[config.mk]
export PLATFORM = sky130hd
export DESIGN_NAME = intr_arbiter
export DESIGN_NICKNAME = d
export VERILOG_FILES = /design/src/rtl/lib_cpu.sv /design/src/rtl/rr_pick.sv /design/src/rtl/intr_arbiter.sv
export SDC_FILE = /design/constraint.sdc
export NUM_CORES = 1
export LEC_CHECK = 0
export ABC_AREA = 1
export ABC_CLOCK_PERIOD_IN_PS = 2350
export CAP_MARGIN = 20
export CORE_MARGIN = 5
export CORE_UTILIZATION = 50
export DETAILED_ROUTE_END_ITERATION = 7
export GPL_TIMING_DRIVEN = 0
export HOLD_SLACK_MARGIN = 0.05
export PLACE_DENSITY = 0.89
export SYNTH_ARGS = -nofsm -noshare
export SYNTH_HDL_FRONTEND = slang
export SYNTH_SLANG_ARGS = --single-unit
[constraint.sdc]
create_clock -name clk -period 2.35 [get_ports clk]
set_clock_uncertainty 0.1 [all_clocks]
set_input_delay 0.47 -clock clk [delete_from_list [all_inputs] [get_ports clk]]
set_output_delay 0.47 -clock clk [all_outputs]
set_load 0.05 [all_outputs]
[src/rtl/lib_cpu.sv]
// Shared CPU-side definitions used by the interrupt arbiter.
package lib_cpu;
  typedef enum logic [1:0] {IA_IDLE, IA_PRESENT, IA_RELEASE} IA_STATE;
  localparam int IA_ID_W = 3;
endpackage

[src/rtl/rr_pick.sv]
// Round-robin picker: first set bit of pending at or above rr_ptr, wrapping modulo N_SRC.
module rr_pick #(
  parameter int N_SRC = 4,
  parameter int ID_W  = 3
) (
  input  logic [N_SRC-1:0] pending,
  input  logic [ID_W-1:0]  rr_ptr,
  output logic             vld,
  output logic [ID_W-1:0]  idx
);
  // Walk the offsets from farthest to nearest so the nearest pending source wins.
  always_comb begin
    vld = |pending;
    idx = '0;
    for (int k = N_SRC - 1; k >= 0; k--) begin
      if (pending[(int'(rr_ptr) + k) % N_SRC]) idx = ID_W'((int'(rr_ptr) + k) % N_SRC);
    end
  end
endmodule

[src/rtl/intr_arbiter.sv]
// Interrupt arbiter: latches source events, presents one at a time to the CPU and
// holds it until acknowledged, then re-arbitrates round-robin.
module intr_arbiter
  import lib_cpu::*;
#(
  parameter int N_SRC  = 4,
  parameter int DATA_W = 8,
  parameter int ID_W   = IA_ID_W
) (
  input  logic                    clk,
  input  logic                    rst,
  input  logic [N_SRC-1:0]        src_pulse,
  input  logic [N_SRC*DATA_W-1:0] src_data,
  output logic [N_SRC-1:0]        src_done,
  output logic [N_SRC-1:0]        src_ovf,
  input  logic [N_SRC-1:0]        ovf_clr,
  input  logic                    intr_en,
  input  logic                    cpu_ack,
  output logic                    irr,
  output logic [ID_W-1:0]         irq_id,
  output logic [DATA_W-1:0]       irq_data
);
  IA_STATE                      state, state_n;
  logic [N_SRC-1:0]             pending, clr_mask;
  logic [N_SRC-1:0][DATA_W-1:0] data_q;
  logic [ID_W-1:0]              sel, sel_inc, rr_ptr, pick_idx;
  logic [DATA_W-1:0]            pick_data;
  logic                         pick_vld, do_sel, do_ack;

  rr_pick #(.N_SRC(N_SRC), .ID_W(ID_W)) u_pick (
    .pending (pending),
    .rr_ptr  (rr_ptr),
    .vld     (pick_vld),
    .idx     (pick_idx)
  );

  always_comb begin
    state_n = state;
    do_sel  = 1'b0;
    do_ack  = 1'b0;
    case (state)
      IA_IDLE:    if (intr_en && pick_vld) begin do_sel = 1'b1; state_n = IA_PRESENT; end
      IA_PRESENT: if (cpu_ack) begin do_ack = 1'b1; state_n = IA_RELEASE; end
      IA_RELEASE: state_n = IA_IDLE;
      default:    state_n = IA_IDLE;
    endcase
  end

  always_comb begin
    pick_data = '0;
    clr_mask  = '0;
    for (int i = 0; i < N_SRC; i++) begin
      if (pick_idx == ID_W'(i)) pick_data = data_q[i];
      clr_mask[i] = do_ack && (sel == ID_W'(i));
    end
  end

  assign sel_inc = (sel == ID_W'(N_SRC - 1)) ? '0 : sel + 1'b1;

  // Clearing the acked source beats a same-cycle pulse on it; that pulse only raises ovf.
  always_ff @(posedge clk or posedge rst) begin
    if (rst) begin
      state    <= IA_IDLE;
      pending  <= '0;
      data_q   <= '0;
      src_ovf  <= '0;
      src_done <= '0;
      rr_ptr   <= '0;
      sel      <= '0;
      irr      <= 1'b0;
      irq_id   <= '0;
      irq_data <= '0;
    end else begin
      state    <= state_n;
      pending  <= (pending | src_pulse) & ~clr_mask;
      src_ovf  <= (src_ovf & ~ovf_clr) | (src_pulse & pending);
      src_done <= clr_mask;
      for (int i = 0; i < N_SRC; i++)
        if (src_pulse[i] && !pending[i]) data_q[i] <= src_data[i*DATA_W +: DATA_W];
      if (do_sel) begin
        sel      <= pick_idx;
        irr      <= 1'b1;
        irq_id   <= pick_idx;
        irq_data <= pick_data;
      end else if (do_ack) begin
        irr      <= 1'b0;
        irq_id   <= '0;
        irq_data <= '0;
        rr_ptr   <= sel_inc;
      end
    end
  end
endmodule

* Yosys cells after proc, flatten, opt, wreduce, memory -nomap -nowiden *
Index checks and enable logic that the tools add are counted.

storage, ports and cells
  bits in registers = 63
  bits of input ports = 44
  memory bits (read-only) = 0
  latch bits = 0
  bits in writable memories = 0
  output and inout port bits = 20
  logic and storage cells = 97
  memories kept = 0

cells by class
  $lt $le $gt $ge = 4
  multiply operators = 0
  mux-type cells = 33
  eq/ne operators = 9
  shifts and indexed selects = 0
  reduce and logical (&&, ||, !) cells = 23
  divide/modulo/power cells = 0
  bitwise gates (word level) = 11
  add/sub/neg operators = 4

operator list
  kind                   number
  $mux W8                6
  $mux W3                6
  $mux W1                13
  $and A4 B4 Y4          3
  $eq A3 B2 Y1 const B   4
  $lt A3 B4 Y1 const B   3
  $logic_and A1 B1 Y1    9
  $bmux W1 S2            4
  $not A4 Y4             2
  $or A4 B4 Y4           2
  $eq A3 B1 Y1 const B   2
  $logic_not A3 Y1       2
  $mux W2                3
  $reduce_or A2 Y1       3
  $add A2 B1 Y2 const B  2
  $add A2 B2 Y2 const B  2
  $logic_not A1 Y1       4
  $ne A2 B2 Y1 const B   2
  $pmux W2 S2            1
  $reduce_and A2 Y1      2
  $reduce_or A4 Y1       1
  $and A1 B1 Y1 const A  3
  $lt A2 B3 Y1 const B   1
  $eq A2 B1 Y1 const B   1
  other kinds (3)        3

* Longest topological paths before layout *
  depth in word-level cells = 16
  depth in mapped cells = 17
  gate-level depth less buffers = 17

* By module *
A second synthesis with hierarchy kept.

second synthesis, totals
  cell total of the unflattened synthesis = 316
  area total of the unflattened synthesis = 2984.1 sq um

modules (own cells, without submodules)
  module        instances  seq. area each (sq um)  area each (sq um)  cells an instance
  intr_arbiter  1          1601.5                  2783.9             268
  rr_pick       1          0.0                     200.2              48

* Worst setup path after synthesis *
OpenSTA, ideal clock, no wires.

  path type = reg-to-reg
  start point = register rr_ptr[0]
  end point = register irq_data[0]
  library setup time = 0.118 ns
  buffers on the path = 0
  setup slack = 0.657 ns
  clock period less this slack = 1.693 ns
  data arrival time = 1.476 ns
  data required time = 2.132 ns
  stages on the path, launching flop included = 17
  cells stage by stage = dfrtp_1 > inv_2 > nand2_2 > nand2_2 > inv_1 > nand2_2 > nand3_2 > nand2_1 > nand2_1 > nand2_2 > nand2_1 > inv_2 > nand2_1 > nand3_1 > nand2_1 > nand2_1 > nand2_1

between the ends
  cells in the longest elaborated chain, start to end = 14
  elaborated cells on any way between the ends = 33
  classes of those cells = add/sub: 3; eq/ne: 3; mux: 20; bitwise: 3; reduce/logical: 4

ends and longest elaborated chain
  what                                         RTL line            RTL
  from (decl)                                  intr_arbiter.sv:26  logic [ID_W-1:0] sel, sel_inc, rr_ptr, pick_idx;
  from (signal assigned)                       intr_arbiter.sv:89  rr_ptr <= sel_inc;
  $add A2 B2 Y2                                rr_pick.sv:16       if (pending[(int'(rr_ptr) + k) % N_SRC]) idx = ID_W'((int'(rr_ptr) + k) % N_SRC);
  $bmux W1 S2                                  rr_pick.sv:16
  $mux W1 (implied by the code) (2 in series)  rr_pick.sv:16
  $mux W3 (3 in series)                        rr_pick.sv:16
  $mux W3 (*)                                  rr_pick.sv:16
  $logic_not A3 Y1                             intr_arbiter.sv:53  if (pick_idx == ID_W'(i)) pick_data = data_q[i];
  $mux W8 (3 in series)                        intr_arbiter.sv:53
  $mux W8 (*)                                  intr_arbiter.sv:53
  $mux W8 (*)                                  intr_arbiter.sv:80  if (do_sel) begin
  to (signal assigned)                         intr_arbiter.sv:84  irq_data <= pick_data;
  to (decl)                                    intr_arbiter.sv:21  output logic [DATA_W-1:0] irq_data

Every way passes the cells marked *; elsewhere a longest branch is shown, timed or not. The select of a mux whose other input is x is not followed.
A chain may end at the register's enable or synchronous reset.

* Worst setup path after layout *
  start point = register src_ovf[0]
  end point = output port src_ovf[0]

RTL lines
  what                    RTL line            RTL
  from (decl)             intr_arbiter.sv:15  output logic [N_SRC-1:0] src_ovf,
  from (signal assigned)  intr_arbiter.sv:76  src_ovf <= (src_ovf & ~ovf_clr) | (src_pulse & pending);

No word-level cell between the ends.

==> summary.txt <==
# fillers: 412
setup violators final: 0
RSZ-0062 raised after global routing: no
crit path DAT: 1.52 ns
slew at the pin closest to its max-slew limit: 0.6756 ns
largest net degree at the start of global routing: 33
cts hold-fix bufs: 0
Post-synth top flop: dfrtp_1
Final Hold Vio Count: 0
Syn-to-layout area delta: 34.58%
clk sinks: 61
r2r startpoint: rr_ptr[0]
overflow left after global routing: 0
DP HPWL: 4.968 mm
initial antenna violation count: 0
Crit path max-delay family: buffers and inverters
Post-Synthesis Mean Instance Area: 8.542 µm²
Placer Congestion: 0.8916
Sw Pwr: 0.002320 W
yosys warns: 0
Final period util: 0.8891
Syn Inst Count: 330
number of max-cap violations: 0
final hold slack: 0.3808 ns
Slew Limit Headroom: 0.5479
CP peak stage delay: 0.82 ns
flops & latches, synth: 61
die width: 85.09 µm
CTS tree: yes
Iter 0 DRT Violations: 149
Vias/cell: 5.031
vias in the first global route: 2525
clk slew on worst S/H paths: 0.06 ns
Design Area, Final: 3794 µm²
htree depth: 3
Leak Pwr: 1.926 nW
final core occ: 0.6889
row cnt: 27
root buf cell: clkbuf_8
CP max stage cell: clkdlybuf4s50_1
setup bufs post-CTS: 0
Crit. End Element: output port
Final ANT Viol Nets: 0
ANT cells: 0
Post-synth EDFFs: 0
Worst EP required: 1.78 ns
cell internal pwr: 0.003071 W
syn nets: 378
Max Fclk: 0.4786 GHz
Async SR Flop Fraction: 1.000
Crit. Startpoint: src_ovf[0]
share of cells above drive strength 1: 0.1222
Total Wirelength: 6.713 mm
crit path launch type: register
Max VDD drop: 0.7012 mV
I/O pin count: 64
Routed wire per std cell: 13.96 µm
Comb power frac: 0.479
first-pass GRT wire length: 11.47 mm
WP buf/inv: 1
TritonCTS Buffers: 9
CP Class: register to output port
# DRC: 0
Die Area: 7239 µm²
power share of the sequential group: 0.315
Hold Path Class: register to register
Clk pwr share: 0.205
hold path start: irq_id[1]
placed inst area: 3550 µm²
PostCTS Resize Cnt: 0
DR vias: 2420
starting density of the core: 0.5119
Switching Share: 0.4304
sequential cell area fraction in the yosys report: 0.5415
Layout Nets: 452
status: completed
worst-skew pair later-pin latency: 0.34 ns
Core ar.: 5507 µm²
I/O Buffers: 62
Cell Area, Synth: 2819 µm²
chip height: 85.09 µm
fin crit period: 2.089 ns
distinct cell type count after synthesis: 21
Power Dens Cells: 1421 nW/µm²
Max Slew Vio Count: 0
Crit Path Max Fanout: 2
DRT Pass-1 Iters: 4
total track usage: 0.2029
clock tree buffer depth: 2
worst path cell trace: clkdlybuf4s50_1
==> stage by stage <==
stage,setup WS (ns),TNS [ns],power (W),cells
floorplan,0.2670,0,0.003500,330
global placement,-0.7093,-43.16,0.004113,464
detailed placement,-0.008363,-0.008363,0.004228,465
CTS,0.2385,0,0.005395,481
global route,0.1175,0,0.005782,481
finish,0.2606,0,0.005391,481
==> final cells by class <==
type,instances,area [µm²],share of cell area
flip-flops and latches,61,1526,0.4024
multi-input cells,213,1071,0.2823
repair buffers,63,640.6,0.1689
inverters,51,191.4,0.05046
clock buffers,13,178.9,0.04716
well taps,72,90.09,0.02375
clock inverters,3,65.06,0.01715
plain buffers,5,30.03,0.007916
==> per-layer routing <==
layer	track usage	vias to the layer above	share of wire
li1	-	1186	-
met3	0.06311	12	0.055
met2	0.3390	84	0.51
met1	0.2390	1138	0.42
met4	0.09209	0	0.022
met5	0	-	0
==> cells in the mapped netlist (3+ instances only) <==
cell       n  area share
inv_1     46       0.061
nand2_2    8       0.018
a21oi_1   28       0.050
dfrtp_1   61        0.54
o21ai_0   11       0.020
nand3_2    3       0.011
nor2_1    26       0.035
nand3_1   16       0.028
o22ai_1    4      0.0089
nand2_1   90        0.12
o21ai_1    7       0.012
inv_2      5      0.0067
mux2_2    12       0.048
clkbuf_1   3      0.0040
ha_1       4       0.018
==> power by group through the flow <==
stage	Clock [W]	Sequential, W	Combinational (W)
global route	0.00117	0.00175	0.00286
CTS	0.00113	0.00170	0.00257
finish	0.00111	0.00170	0.00258
floorplan	0	0.00201	0.00149
detailed placement	0	0.00171	0.00252
global placement	0	0.00169	0.00242
==> layout by cell type, fill, tap and decap left out, types with 6 or more instances in the layout <==
master	instances
o21ai_1	7
mux2_2	12
nand2_1	90
nor2_1	26
nand3_1	16
inv_2	6
clkbuf_8	13
dfrtp_1	61
a21oi_1	28
nand2_2	8
o21ai_0	11
inv_1	45
clkdlybuf4s50_1	62
==> cell families after synthesis <==
family / synth area share
simple gates: 0.2193
flops: 0.5415
fa+ha+maj: 0.01775
mux: 0.04794
buf+inv: 0.07856
other cells: 0.001330
compound gates: 0.09365
==> path summary, 6_finish.rpt <==
kind                               endpoint  slack [ns]  cells past startpoint
worst min register to register    irq_id[1]        0.38                      2
worst min-delay path              irq_id[1]        0.38                      2
worst max-delay path             src_ovf[0]        0.26                      1
max in group asynchronous        data_q[23]        1.11                      3
min in group asynchronous        src_ovf[0]        0.45                      2
worst max register to register  irq_data[2]        0.32                     16
==> flip-flops by register name (all words and copies together), names as in the netlist <==
| name | flops |
|---|---|
| irq_id | 2 |
| src_done | 4 |
| irr | 1 |
| pending | 4 |
| irq_data | 8 |
| sel | 2 |
| state | 2 |
| rr_ptr | 2 |
| src_ovf | 4 |
| data_q | 32 |
No activity file was read; power rests on OpenSTA's default activity.
